==> src/rtl/if_stage.sv <==
`default_nettype none
// ============================================================================
// Module      : if_stage
// Description : Instruction-fetch stage for the LEGv8 single-cycle core.
//               Holds the PC, fetches 32-bit instructions over a req/ack
//               handshake, presents instr/op_code to control and datapath,
//               and advances the PC (sequential or branch) on retire.
//               Optional performance counters are enabled by defining the
//               macro IF_PERF_CNT_EN (adds retired_cnt and stall_cnt).
// Revision    : 1.0 - initial release
// ============================================================================
module if_stage #(
  parameter int              PC_W     = 64,
  parameter logic [PC_W-1:0] RESET_PC = '0
) (
  input  logic            clk,
  input  logic            rst,
  // instruction memory
  output logic            imem_req,
  output logic [PC_W-1:0] imem_addr,
  input  logic            imem_ack,
  input  logic [31:0]     imem_rdata,
  // to control unit / datapath
  output logic [31:0]     instr,
  output logic [10:0]     op_code,
  output logic            instr_valid,
  output logic [PC_W-1:0] pc,
  // from datapath / control unit
  input  logic            retire,
  input  logic            pc_src,
  input  logic [PC_W-1:0] br_offset
`ifdef IF_PERF_CNT_EN
  ,
  output logic [31:0]     retired_cnt,
  output logic [31:0]     stall_cnt
`endif
);

  typedef enum logic [0:0] {
    FETCH = 1'b0,
    ISSUE = 1'b1
  } state_t;

  state_t          state_q, state_d;
  logic [PC_W-1:0] pc_q, pc_d;
  logic [31:0]     instr_q, instr_d;
  logic [PC_W-1:0] w_pc_seq;
  logic [PC_W-1:0] w_pc_br;

  // Both PC candidates wrap modulo 2^PC_W; the shift drops the offset's top 2 bits.
  assign w_pc_seq = pc_q + PC_W'(4);
  assign w_pc_br  = pc_q + (br_offset << 2);

  // State, PC and instruction registers; reset overrides any ack/retire.
  always_ff @(posedge clk) begin
    if (rst) begin
      state_q <= FETCH;
      pc_q    <= RESET_PC;
      instr_q <= '0;
    end else begin
      state_q <= state_d;
      pc_q    <= pc_d;
      instr_q <= instr_d;
    end
  end

  // Next-state and handshake outputs; req/addr stay stable until ack.
  always_comb begin
    state_d     = state_q;
    pc_d        = pc_q;
    instr_d     = instr_q;
    imem_req    = 1'b0;
    instr_valid = 1'b0;
    unique case (state_q)
      FETCH: begin
        imem_req = 1'b1;
        if (imem_ack) begin
          instr_d = imem_rdata;
          state_d = ISSUE;
        end
      end
      ISSUE: begin
        instr_valid = 1'b1;
        if (retire) begin
          pc_d    = pc_src ? w_pc_br : w_pc_seq;
          state_d = FETCH;
        end
      end
      default: state_d = FETCH;
    endcase
  end

  assign imem_addr = pc_q;
  assign pc        = pc_q;
  assign instr     = instr_q;
  assign op_code   = instr_q[31:21];

`ifdef IF_PERF_CNT_EN
  logic [31:0] retired_cnt_q;
  logic [31:0] stall_cnt_q;

  // Free-running wrap-around counters for retired instructions and fetch stalls.
  always_ff @(posedge clk) begin
    if (rst) begin
      retired_cnt_q <= '0;
      stall_cnt_q   <= '0;
    end else begin
      if (state_q == ISSUE && retire) begin
        retired_cnt_q <= retired_cnt_q + 32'd1;
      end
      if (state_q == FETCH && !imem_ack) begin
        stall_cnt_q <= stall_cnt_q + 32'd1;
      end
    end
  end

  assign retired_cnt = retired_cnt_q;
  assign stall_cnt   = stall_cnt_q;
`endif

endmodule
`default_nettype wire

==> config.mk <==
export PLATFORM = sky130hd
export DESIGN_NAME = if_stage
export DESIGN_NICKNAME = d
export VERILOG_FILES = /design/src/rtl/if_stage.sv
export SDC_FILE = /design/constraint.sdc
export NUM_CORES = 1
export LEC_CHECK = 0
export ABC_AREA = 0
export BUFFER_PORTS_ARGS = -buffer_cell sky130_fd_sc_hd__buf_2
export CAP_MARGIN = 30
export CELL_PAD_IN_SITES_DETAIL_PLACEMENT = 1
export CELL_PAD_IN_SITES_GLOBAL_PLACEMENT = 1
export CORE_MARGIN = 2
export CORE_UTILIZATION = 36
export CTS_CLUSTER_DIAMETER = 200
export DETAILED_ROUTE_END_ITERATION = 10
export PLACE_DENSITY = 0.81
export RECOVER_POWER = 100
export SETUP_SLACK_MARGIN = 0.5
export SYNTH_ARGS = -nofsm -noshare
export SYNTH_HDL_FRONTEND = slang
export SYNTH_SLANG_ARGS = --single-unit
==> constraint.sdc <==
create_clock -name clk -period 3.4 [get_ports clk]
set_clock_uncertainty 0.05 [all_clocks]
set_input_delay 0.17 -clock clk [delete_from_list [all_inputs] [get_ports clk]]
set_output_delay 0.17 -clock clk [all_outputs]
set_load 0.02 [all_outputs]
[Word level (Yosys, flattened, before mapping)]
Cells that the tools add are included.
Cells by class
  shift-type cells: 0
  reductions and logical operators: 2
  eq/ne operators: 0
  magnitude comparators: 0
  multiply operators: 0
  add/sub/neg operators: 2
  div/mod/pow operators: 0
  mux-type cells: 6
  bitwise gates (word level): 1
Operators by type and width (number)
  adder 64 x 3 -> 64 bit (second input constant): 1
  adder 64 bit: 1
  two-way mux 64 bit: 1
  two-way mux 1 bit: 4
  AND reduction 2 bit: 2
  case mux 1 bit (2 select lines): 1
  inverter 1 bit: 1
Storage, ports and cells
  bits of input ports: 101
  word-level logic and storage cells: 14
  bits in latches: 0
  memories: 0
  ROM bits: 0
  RAM bits: 0
  flip-flop bits (word level): 97
  output and inout bits: 173

[Depth between registers and ports, before layout]
Gate-level depths: netlist (run 1).
  word-level depth: 2
  depth in mapped cells: 14
  depth with buffers taken out: 14

[Least setup slack after synthesis (run 1)]
Ideal clock, no wire load.
  path type: reg2reg
  start point: register pc_q[2] (netlist: imem_addr[2])
  end point: register pc_q[60] (netlist: imem_addr[60])
  path slack: 0.170 ns
  arrival: 3.106 ns
  buffers on the path: 0
  data required time: 3.276 ns
  cell stages (with the launch flop): 14
  setup time: 0.074 ns
  period minus slack after synthesis: 3.230 ns
  path through: dfxtp_1 > ha_1 > inv_1 > fa_1 > nor2b_1 > o2111ai_1 > a21boi_1 > o21ai_0 > nand3_1 > a21boi_1 > o31ai_2 > a31oi_1 > or4_1 > a31oi_1
Between the ends
  cells in the longest elaborated chain, start to end: 2
  elaborated cells between the ends (all ways): 3
  those cells by class: add/sub: 2; mux: 1
Ends and longest elaborated chain
  from (decl): RTL line 45  | logic [PC_W-1:0] pc_q, pc_d;
  from (signal assigned): RTL line 62  | pc_q <= pc_d;
  adder 64 x 3 -> 64 bit / adder 64 bit (equally long branches): RTL line 51, 52
  two-way mux 64 bit (*): RTL line 85  | pc_d = pc_src ? w_pc_br : w_pc_seq;
Mark *: on every way between the ends. The rest lies on a longest branch, timed or not.
A chain may end at the register's enable or synchronous reset.

[Worst setup path in the final report (run 1)]
  start point: register pc_q[2] (netlist: imem_addr[2])
  end point: register pc_q[58] (netlist: imem_addr[58])
Same word-level chain as after synthesis.

==> results.json, run 1 <==
{
  "outcome": "finished, final reports clean",
  "slew_headroom_pct": 6.27,
  "wl_per_cell_um": 18.2,
  "cp_cell_sequence": "ha_4 -> inv_2 -> fa_2 -> nor2b_4 -> o2111ai_4 -> a21boi_2 -> o2111a_1 -> o31a_1 -> a2111oi_4 -> buf_6 -> nor3b_4 -> buf_4 -> o21bai_4 -> a21o_1 -> a32o_1",
  "syn_area_mm2": 0.00785,
  "seqPwrFrac_pct": 38.7,
  "ys_ff_latch": 95,
  "synth_cells": 1070,
  "rows": 54,
  "io_pins": 274,
  "cp.arrival_ns": 3.48,
  "grt_pass1_wl_um": 44100,
  "comb_power_share_pct": 25.5,
  "ys_async_sr_fraction_pct": 0,
  "critPathKind": "flop to flop",
  "final_cell_mix": "nand2_1, clkbuf_1, a21oi_1, buf_2, dfxtp_1",
  "synth_top_flop_cell": "dfxtp_1",
  "dr.pass1.iters": 5,
  "rsz0062_at_grt": "yes",
  "syn_to_final_growth_pct": 32.4,
  "fin_crit_sh_pct": 96.2,
  "routed_wl_um": 29600,
  "yosysSeqAreaShare_pct": 24.2,
  "initial_core_util_pct": 36.3,
  "fin_util_pct": 48.1,
  "synth.largest_area_cell": "dfxtp_1",
  "p_int_w": 0.00201,
  "hp-class": "primary input to flop",
  "ir_drop_v": 0.000230,
  "worstSetupStartpointType": "flop",
  "ant_nets": 0,
  "place.gp.congestion": 0.877,
  "cts_tree": "built",
  "synth_cell_type_count": 65,
  "drv_cap": 0,
  "ctsLongestPathBuffers": 2,
  "fin_nets": 1502,
  "final_common_cell": "nand2_1",
  "clk_pin_slew_ns": 0.08,
  "grt-ovfl-total": 0,
  "finalSetupViolCount": 0,
  "multi_input_area_mm2": 0.00560,
  "cts.sinks": 95,
  "layout-drive-gt1-share_pct": 21.9,
  "h-tree-depth": 3,
  "fp.dieH_um": 152,
  "crit_fanout": 4,
  "cp_slowest_cell": "dfxtp_4",
  "vias": 8716,
  "die_area_mm2": 0.0230,
  "clkPwrFrac_pct": 35.9,
  "fin_crit_ns": 3.27,
  "antenna_found_initial": 1,
  "core_area_mm2": 0.0216,
  "p_per_area_mw_per_mm2": 299,
  "avgSynthCellArea_um2": 7.34,
  "hold_violations": 0,
  "leakagePower_nw": 4.37,
  "cp-end-kind": "flop",
  "cpPeakStageDelay_ns": 0.36,
  "clock_latency_ns": 0.37,
  "ctsRootBufferMaster": "clkbuf_16",
  "maxSlewViolCount": 0,
  "clock.fmax_ghz": 0.306,
  "synth_edf_count": 0,
  "synth_top_cell_area_share_pct": 24.2,
  "ys_top_cells_by_area": "dfxtp_1, ha_1, a21oi_1, nand2_1, buf_4",
  "portBuffers": 267,
  "required_ns": 3.61,
  "grt_max_degree": 61,
  "tightest_slew_ns": 1.41,
  "switchingPower_w": 0.00110,
  "fillers": 2846,
  "numCtsBuffers": 9,
  "drt_iter0_markers": 325,
  "regArea_mm2": 0.00193,
  "vias_per_cell": 5.36,
  "grt_pass1_vias": 8857,
  "hpwlAfterDp_um": 20700,
  "p_sw_share_pct": 35.5,
  "fin_total_pwr_w": 0.00311,
  "die-width_um": 152,
  "grtUsageTotal_pct": 23.9,
  "drc": 0,
  "yosys_warnings": 0
}
-- layer usage --
layer	global-route usage, %	vias up	routed length [um]
met5	0	-	0
met4	6.62	0	678
met3	3.11	50	1270
met2	43.8	242	15300
met1	29.2	4236	12300
li1	-	4188	-
-- what timing repair did --
item                       in CTS  in global routing
resized for setup              42                 70
setup endpoints to repair      23                 27
pin swaps                      21                 36
hold buffers                   30                  0
hold endpoints to repair       30                  0
buffers inserted                9                 14
-- per-stage QoR --
step                hold WS (ns)  instances  setup slack, ns  setup TNS (ns)  cell area, um^2
floorplan                  0.256       1073            0.446               0             8060
global placement           0.361       1554          -0.0111         -0.0235             9460
detailed placement         0.367       1555           -0.125          -0.400             9490
CTS                     0.000281       1610            0.250               0            10400
global route              0.0182       1625           0.0323               0            10400
finish                    0.0338       1625            0.131               0            10400
-- critical path, delay by kind of cell, from the launching register on --
kind / cells / cell delay, ns
simple gates: 2 / 0.41
fa+ha+maj: 2 / 0.49
buf+inv: 3 / 0.35
flops: 1 / 0.36
compound gates: 8 / 1.49
-- synthesized netlist by cell type, types with 3 or more instances --
master    count
a31oi_1      10
a221oi_1      3
buf_1         4
a211oi_1      9
o21bai_1     15
a31o_2        3
dfxtp_1      95
o21a_1        9
nor3_1       16
nor2b_1      10
ha_1         61
a211o_1       4
a21o_1       37
nand2_1     183
xor2_1       13
o211ai_1      3
a41oi_1       3
and2_1       66
buf_4        77
or2_2         3
a21boi_0      5
a21oi_1     139
nand3_1      11
and3_1       15
nand4_1      14
nor2_1       50
xnor2_1      33
o21ai_0      48
nor4_1        3
nor3b_1       4
nand2b_1      5
clkbuf_1     50
o31ai_1       4
nand3b_1      9
inv_1        16
-- power by group through the flow --
stage | sequential [W] | combinational, W | clock, W
6_report | 0.00120 | 0.000792 | 0.00112
5_1_grt | 0.00121 | 0.000862 | 0.00118
4_1_cts | 0.00120 | 0.000787 | 0.00114
3_5_place_dp | 0.00123 | 0.000739 | 0
3_3_place_gp | 0.00122 | 0.000715 | 0
2_1_floorplan | 0.00127 | 0.000447 | 0
-- area by class of cell --
| class | count | area share, % |
|---|---|---|
| antenna | 1 | 0.0241 |
| clock buffer | 9 | 2.17 |
| clock inverter | 7 | 0.903 |
| inverter | 16 | 0.578 |
| multi-input combinational | 828 | 53.9 |
| sequential | 95 | 18.6 |
| tap | 280 | 3.37 |
| timing repair buffer | 389 | 20.5 |
-- sequential cells by signal, summed over array words and instances (netlist names) --
name	cells
instr	32
imem_addr	62
state_q	1
-- worst paths after layout --
path / start / end / slack (ns) / depth (start not counted)
setup / recovery: imem_addr[2] / imem_addr[58] / 0.13 / 15
hold / removal: imem_rdata[5] / instr[5] / 0.03 / 3
setup reg to reg: imem_addr[2] / imem_addr[58] / 0.13 / 15
hold reg to reg: instr[2] / instr[2] / 0.41 / 2
-- cell families after synthesis --
kind of cell	after synthesis	share of synthesized area, %
AOI/OAI and AO/OA	314	24.9
muxes	3	0.399
xor gates and xnor gates	46	5.13
DFF	95	24.2
other	1	0.0478
and+or+nand+nor	399	24.5
adders and majority gates	62	9.98
buffers and inverters	150	10.9
Power figures use the tool's default switching activity.
==> run 2, diff against run 1 <==
--- a/config.mk
+++ b/config.mk
@@ -16,7 +16,6 @@
 export DETAILED_ROUTE_END_ITERATION = 10
 export PLACE_DENSITY = 0.81
 export RECOVER_POWER = 100
-export SETUP_SLACK_MARGIN = 0.5
 export SYNTH_ARGS = -nofsm -noshare
 export SYNTH_HDL_FRONTEND = slang
 export SYNTH_SLANG_ARGS = --single-unit
==> run 2 against run 1 <==
  * Count of clock-buffer cells in the layout did not move
  * Die area unchanged
  * First-iteration DRC count fell by 16%
  * Via count rose by 1.6%
  * Total power shrank 0.17%
  * Register-to-register slack lost 0.11 ns
  * Critical path type unchanged
  * Critical endpoint is now imem_addr[60]
  * Largest power group unchanged
==> results.json, run 2 (same netlist as run 1, synthesis figures left out) <==
{
  "outcome": "finished, final reports clean",
  "hp-class": "primary input to flop",
  "min_path_cells": 3,
  "seqPwrFrac_pct": 38.8,
  "multi_input_area_mm2": 0.00519,
  "fillers": 2892,
  "r2r_cells": 14,
  "fp.dieH_um": 152,
  "comb_power_share_pct": 25.5,
  "vias_per_cell": 5.31,
  "routed_wl_um": 29800,
  "ctsLongestPathBuffers": 2,
  "cp_slowest_cell": "or4_1",
  "path_common_cell": "a21boi_1",
  "regArea_mm2": 0.00190,
  "layout-drive-gt1-share_pct": 20.0,
  "final_area_mm2": 0.0103,
  "tightest_slew_ns": 1.16,
  "place.gp.congestion": 0.903,
  "required_ns": 3.64,
  "final_common_cell": "nand2_1",
  "drt_iter0_markers": 272,
  "antenna_found_initial": 0,
  "final_cells": 1669,
  "ff2ff_setup_slack_ns": 0.02,
  "clkPwrFrac_pct": 35.7,
  "vias": 8855,
  "cp_cell_sequence": "ha_1 -> inv_1 -> fa_1 -> nor2b_2 -> o2111ai_2 -> buf_4 -> a21boi_1 -> o21ai_0 -> nand3_1 -> a21boi_1 -> o31ai_2 -> a31oi_2 -> or4_1 -> a31oi_1",
  "worstSetupStartpointType": "flop",
  "rows": 54,
  "cp.arrival_ns": 3.62,
  "min_from": "imem_rdata[19]",
  "maxSlewViolCount": 0,
  "grtUsageTotal_pct": 24.7,
  "ant_nets": 0,
  "cpPeakStageDelay_ns": 0.49,
  "r2r_start": "imem_addr[2]",
  "finalSetupViolCount": 0,
  "dp.cells": 1617,
  "p_sw_share_pct": 35.3,
  "grt_pass1_vias": 9272,
  "io_pins": 274,
  "portBuffers": 267,
  "critPathKind": "flop to flop",
  "fin_crit_sh_pct": 99.3,
  "die-width_um": 152,
  "clock_latency_ns": 0.37,
  "fin_crit_ns": 3.38,
  "core_area_mm2": 0.0216,
  "drv_cap": 0,
  "p_int_w": 0.00201,
  "final_cell_mix": "nand2_1, clkbuf_1, a21oi_1, buf_4, buf_2",
  "slew_headroom_pct": 22.5,
  "clock.fmax_ghz": 0.296,
  "cts.sinks": 95,
  "grt_max_degree": 51,
  "rsz0062_at_grt": "yes",
  "h-tree-depth": 3,
  "cts_tree": "built",
  "die_area_mm2": 0.0230,
  "initial_core_util_pct": 36.3,
  "ctsRootBufferMaster": "clkbuf_16",
  "syn_to_final_growth_pct": 30.7,
  "reg2reg_to": "imem_addr[60]",
  "grt_pass1_wl_um": 45300,
  "fin_nets": 1544,
  "numCtsBuffers": 9,
  "min_to": "instr[19]",
  "crit_fanout": 3,
  "clk_pin_slew_ns": 0.08,
  "hold_violations": 0,
  "largest_reg_flops": 62,
  "hpwlAfterDp_um": 21700,
  "place_area_mm2": 0.00976,
  "p_per_area_mw_per_mm2": 303,
  "timing.hold.ws_ns": 0.0121,
  "switchingPower_w": 0.00109,
  "ir_drop_v": 0.000221,
  "leakagePower_nw": 4.58,
  "wl_per_cell_um": 17.9,
  "grt-ovfl-total": 0,
  "dr.pass1.iters": 5,
  "cp-end-kind": "flop",
  "drc": 0
}
[run 2: changes by cell type in the layout (fill, tap and decap cells not counted), moves of 7 or more]
cell      delta
buf_4       +58
ha_1        +16
ha_4        -14
dfxtp_1     +13
dfxtp_2      -9
buf_6        -8
clkbuf_1     -8
o21ai_0      +8
a21oi_1      +7
[run 2: how the worst max path moves through the flow]
stage                       startpoint       endpoint  slack [ns]  depth (start not counted)
final                     imem_addr[2]  imem_addr[60]        0.02                         14
after global routing      imem_addr[2]  imem_addr[62]       -0.10                         14
after CTS                 imem_addr[2]  imem_addr[62]       0.008                         14
after detailed placement        pc_src  imem_addr[63]       -0.25                         15
after global placement          pc_src  imem_addr[63]       -0.13                         15
after floorplan           imem_addr[2]  imem_addr[60]        0.17                         13
[run 2: worst max-delay path, delay by kind of cell, from the launching register on]
family	cells	cell delay, ns
DFF	1	0.34
adders and majority gates	2	0.57
buffers and inverters	2	0.24
AOI/OAI and AO/OA	7	1.26
and+or+nand+nor	3	0.83
[run 2: cell type report]
cell class | count | share of cell area (%)
Multi-Input combinational cell | 828 | 50.6
Timing Repair Buffer | 431 | 23.7
Sequential cell | 95 | 18.6
Tap cell | 280 | 3.42
Clock buffer | 9 | 2.20
Clock inverter | 7 | 0.842
Inverter | 16 | 0.585
Antenna cell | 3 | 0.0732
[run 2: stage by stage]
stage,setup slack (ns),setup TNS [ns],utilization (%),total power (W)
finish,0.0222,0,47.4,0.00310
global route,-0.101,-0.508,47.4,0.00324
CTS,0.00780,0,48.0,0.00313
detailed placement,-0.249,-2.38,45.2,0.00199
global placement,-0.133,-0.619,45.0,0.00196
floorplan,0.170,0,-,0.00170
[run 2: routing by layer]
| metal | global-route usage, % | up-vias | routed length (um) |
|---|---|---|---|
| met5 | 0 | - | 0 |
| met4 | 9.17 | 0 | 828 |
| met3 | 4.22 | 61 | 1650 |
| met2 | 44.8 | 278 | 15100 |
| met1 | 29.1 | 4239 | 12200 |
| li1 | - | 4277 | - |
[run 2: timing repair]
item | 4_1_cts | 5_1_grt
buffers inserted | 0 | 2
hold buffers | 31 | 0
endpoints found under the setup margin | 1 | 15
gates resized for setup | 1 | 19
pin swaps | 0 | 8
hold endpoints to repair | 31 | 0
[run 2: power groups by stage]
stage                     Clock, W  Sequential [W]  Combinational [W]
after floorplan                  0         0.00127           0.000430
after global placement           0         0.00122           0.000742
after detailed placement         0         0.00122           0.000768
after CTS                  0.00113         0.00120           0.000801
after global routing       0.00116         0.00121           0.000864
final                      0.00111         0.00120           0.000792
==> run 3, diff against run 2 <==
--- a/config.mk
+++ b/config.mk
@@ -14,6 +14,7 @@
 export CORE_UTILIZATION = 36
 export CTS_CLUSTER_DIAMETER = 200
 export DETAILED_ROUTE_END_ITERATION = 10
+export HOLD_SLACK_MARGIN = 0.08
 export PLACE_DENSITY = 0.81
 export RECOVER_POWER = 100
 export SYNTH_ARGS = -nofsm -noshare
==> run 3 against run 2 <==
  * Sequential cell count unchanged
  * Final cell count grew 0.18%
  * Non-clock buffer count grew 2
  * Global-route usage increased by 0.47 points
  * Fmax about the same
  * Combinational power increased by 0.8%
  * Register-to-register slack about the same
==> results.json, run 3 (same netlist as run 1, synthesis figures left out) <==
{
  "required_ns": 3.64,
  "p_per_area_mw_per_mm2": 302,
  "hpwlAfterDp_um": 21700,
  "clk_pin_slew_ns": 0.08,
  "rsz0062_at_grt": "yes",
  "syn_to_final_growth_pct": 31.0,
  "clock.fmax_ghz": 0.296,
  "core_area_mm2": 0.0216,
  "drt_iter0_markers": 280,
  "grt_pass1_vias": 9343,
  "cts.sinks": 95,
  "fin_total_pwr_w": 0.00311,
  "critPathKind": "flop to flop",
  "finalSetupViolCount": 0,
  "dp_slack_ns": -0.249,
  "place_area_mm2": 0.00976,
  "fin_crit_sh_pct": 99.3,
  "timing.hold.ws_ns": 0.201,
  "outcome": "finished, final reports clean",
  "multi_input_area_mm2": 0.00519,
  "cp-end-kind": "flop",
  "cts_tree": "built",
  "ctsLongestPathBuffers": 2,
  "place.gp.congestion": 0.903,
  "worstSetupStartpointType": "flop",
  "io_pins": 274,
  "vias_per_cell": 5.30,
  "fin_crit_ns": 3.38,
  "startpoint": "imem_addr[2]",
  "setup_slack_ns": 0.0241,
  "regArea_mm2": 0.00190,
  "grt-ovfl-total": 0,
  "wl_met1_um": 12600,
  "ctsRootBufferMaster": "clkbuf_16",
  "ant_nets": 0,
  "top_layer": "met4",
  "rows": 54,
  "hp-class": "primary input to flop",
  "antenna_found_initial": 1,
  "clock_latency_ns": 0.37,
  "routed_wl_um": 30400,
  "numCtsBuffers": 9,
  "wl_met2_um": 15400,
  "initial_core_util_pct": 36.3,
  "layout-drive-gt1-share_pct": 20.0,
  "final_common_cell": "nand2_1",
  "portBuffers": 267,
  "maxSlewViolCount": 0,
  "grtUsageTotal_pct": 25.2,
  "tightest_slew_ns": 1.19,
  "fp.dieH_um": 152,
  "cp.arrival_ns": 3.61,
  "drv_cap": 0,
  "crit_fanout": 3,
  "hold_violations": 0,
  "fin_nets": 1546,
  "slew_headroom_pct": 20.7,
  "final_cell_mix": "nand2_1, clkbuf_1, a21oi_1, buf_4, buf_2",
  "drc": 0,
  "fillers": 2890,
  "wl_per_cell_um": 18.2,
  "ir_drop_v": 0.000218,
  "grt_pass1_wl_um": 46000,
  "h-tree-depth": 3,
  "fin_util_pct": 47.6,
  "die-width_um": 152,
  "min_from": "rst",
  "leakagePower_nw": 4.59,
  "largest_reg_flops": 62,
  "grt_max_degree": 51,
  "vias": 8861,
  "dr.pass1.iters": 5,
  "die_area_mm2": 0.0230,
  "met3_length_um": 1570,
  "final_area_mm2": 0.0103,
  "r2r_start": "imem_addr[2]"
}
run 3: changes by cell type in the layout (fill, tap and decap cells not counted), sizes merged:
cell         change
dlygate4sd3      +2
diode            +1
run 3: layer usage:
metal | up-vias | GRT usage (%)
met3 | 57 | 4.61
met2 | 268 | 45.7
li1 | 4281 | -
met4 | 0 | 8.98
met1 | 4255 | 29.5
met5 | - | 0
run 3: path summary, 6_finish.rpt:
check | to | slack, ns | cells after the start
max reg2reg | imem_addr[60] | 0.02 | 14
min reg2reg | instr[1] | 0.41 | 2
min | imem_addr[47] | 0.20 | 2
max | imem_addr[60] | 0.02 | 14
run 3: metrics by stage:
stage          setup TNS, ns  cells
6_report                   0   1672
5_1_grt               -0.505   1669
4_1_cts                    0   1666
3_5_place_dp           -2.38   1617
3_3_place_gp          -0.619   1616
2_1_floorplan              0   1073
run 3: final cells by class:
type | count | share of cell area, %
multi-input cells | 828 | 50.5
repair buffers | 433 | 23.8
flip-flops and latches | 95 | 18.5
well taps | 280 | 3.41
clock buffers | 9 | 2.19
clock inverters | 7 | 0.840
inverters | 16 | 0.584
diodes | 4 | 0.0974
run 3: repair_timing:
item                                    4_1_cts  5_1_grt
endpoints found under the setup margin        1       16
gates resized for setup                       1       19
hold endpoints to repair                     33        0
buffers inserted                              0        2
pin swaps                                     0        8
hold buffers                                 33        0
run 3: critical path: stages, from the launching register on:
cell and delay [ns]:
dfxtp_1 0.34, ha_1 0.17, inv_1 0.06, fa_1 0.40, nor2b_2 0.17, o2111ai_2 0.15, buf_4 0.18, a21boi_1 0.17
o21ai_0 0.13, nand3_1 0.17, a21boi_1 0.13, o31ai_2 0.32, a31oi_2 0.18, or4_1 0.48, a31oi_1 0.18
run 3: power by group:
part	switching [W]	internal, W	leakage [nW]
combinational	0.000473	0.000325	3.67
sequential	0.0000457	0.00116	0.774
clock	0.000577	0.000529	0.151
total	0.00110	0.00201	4.59
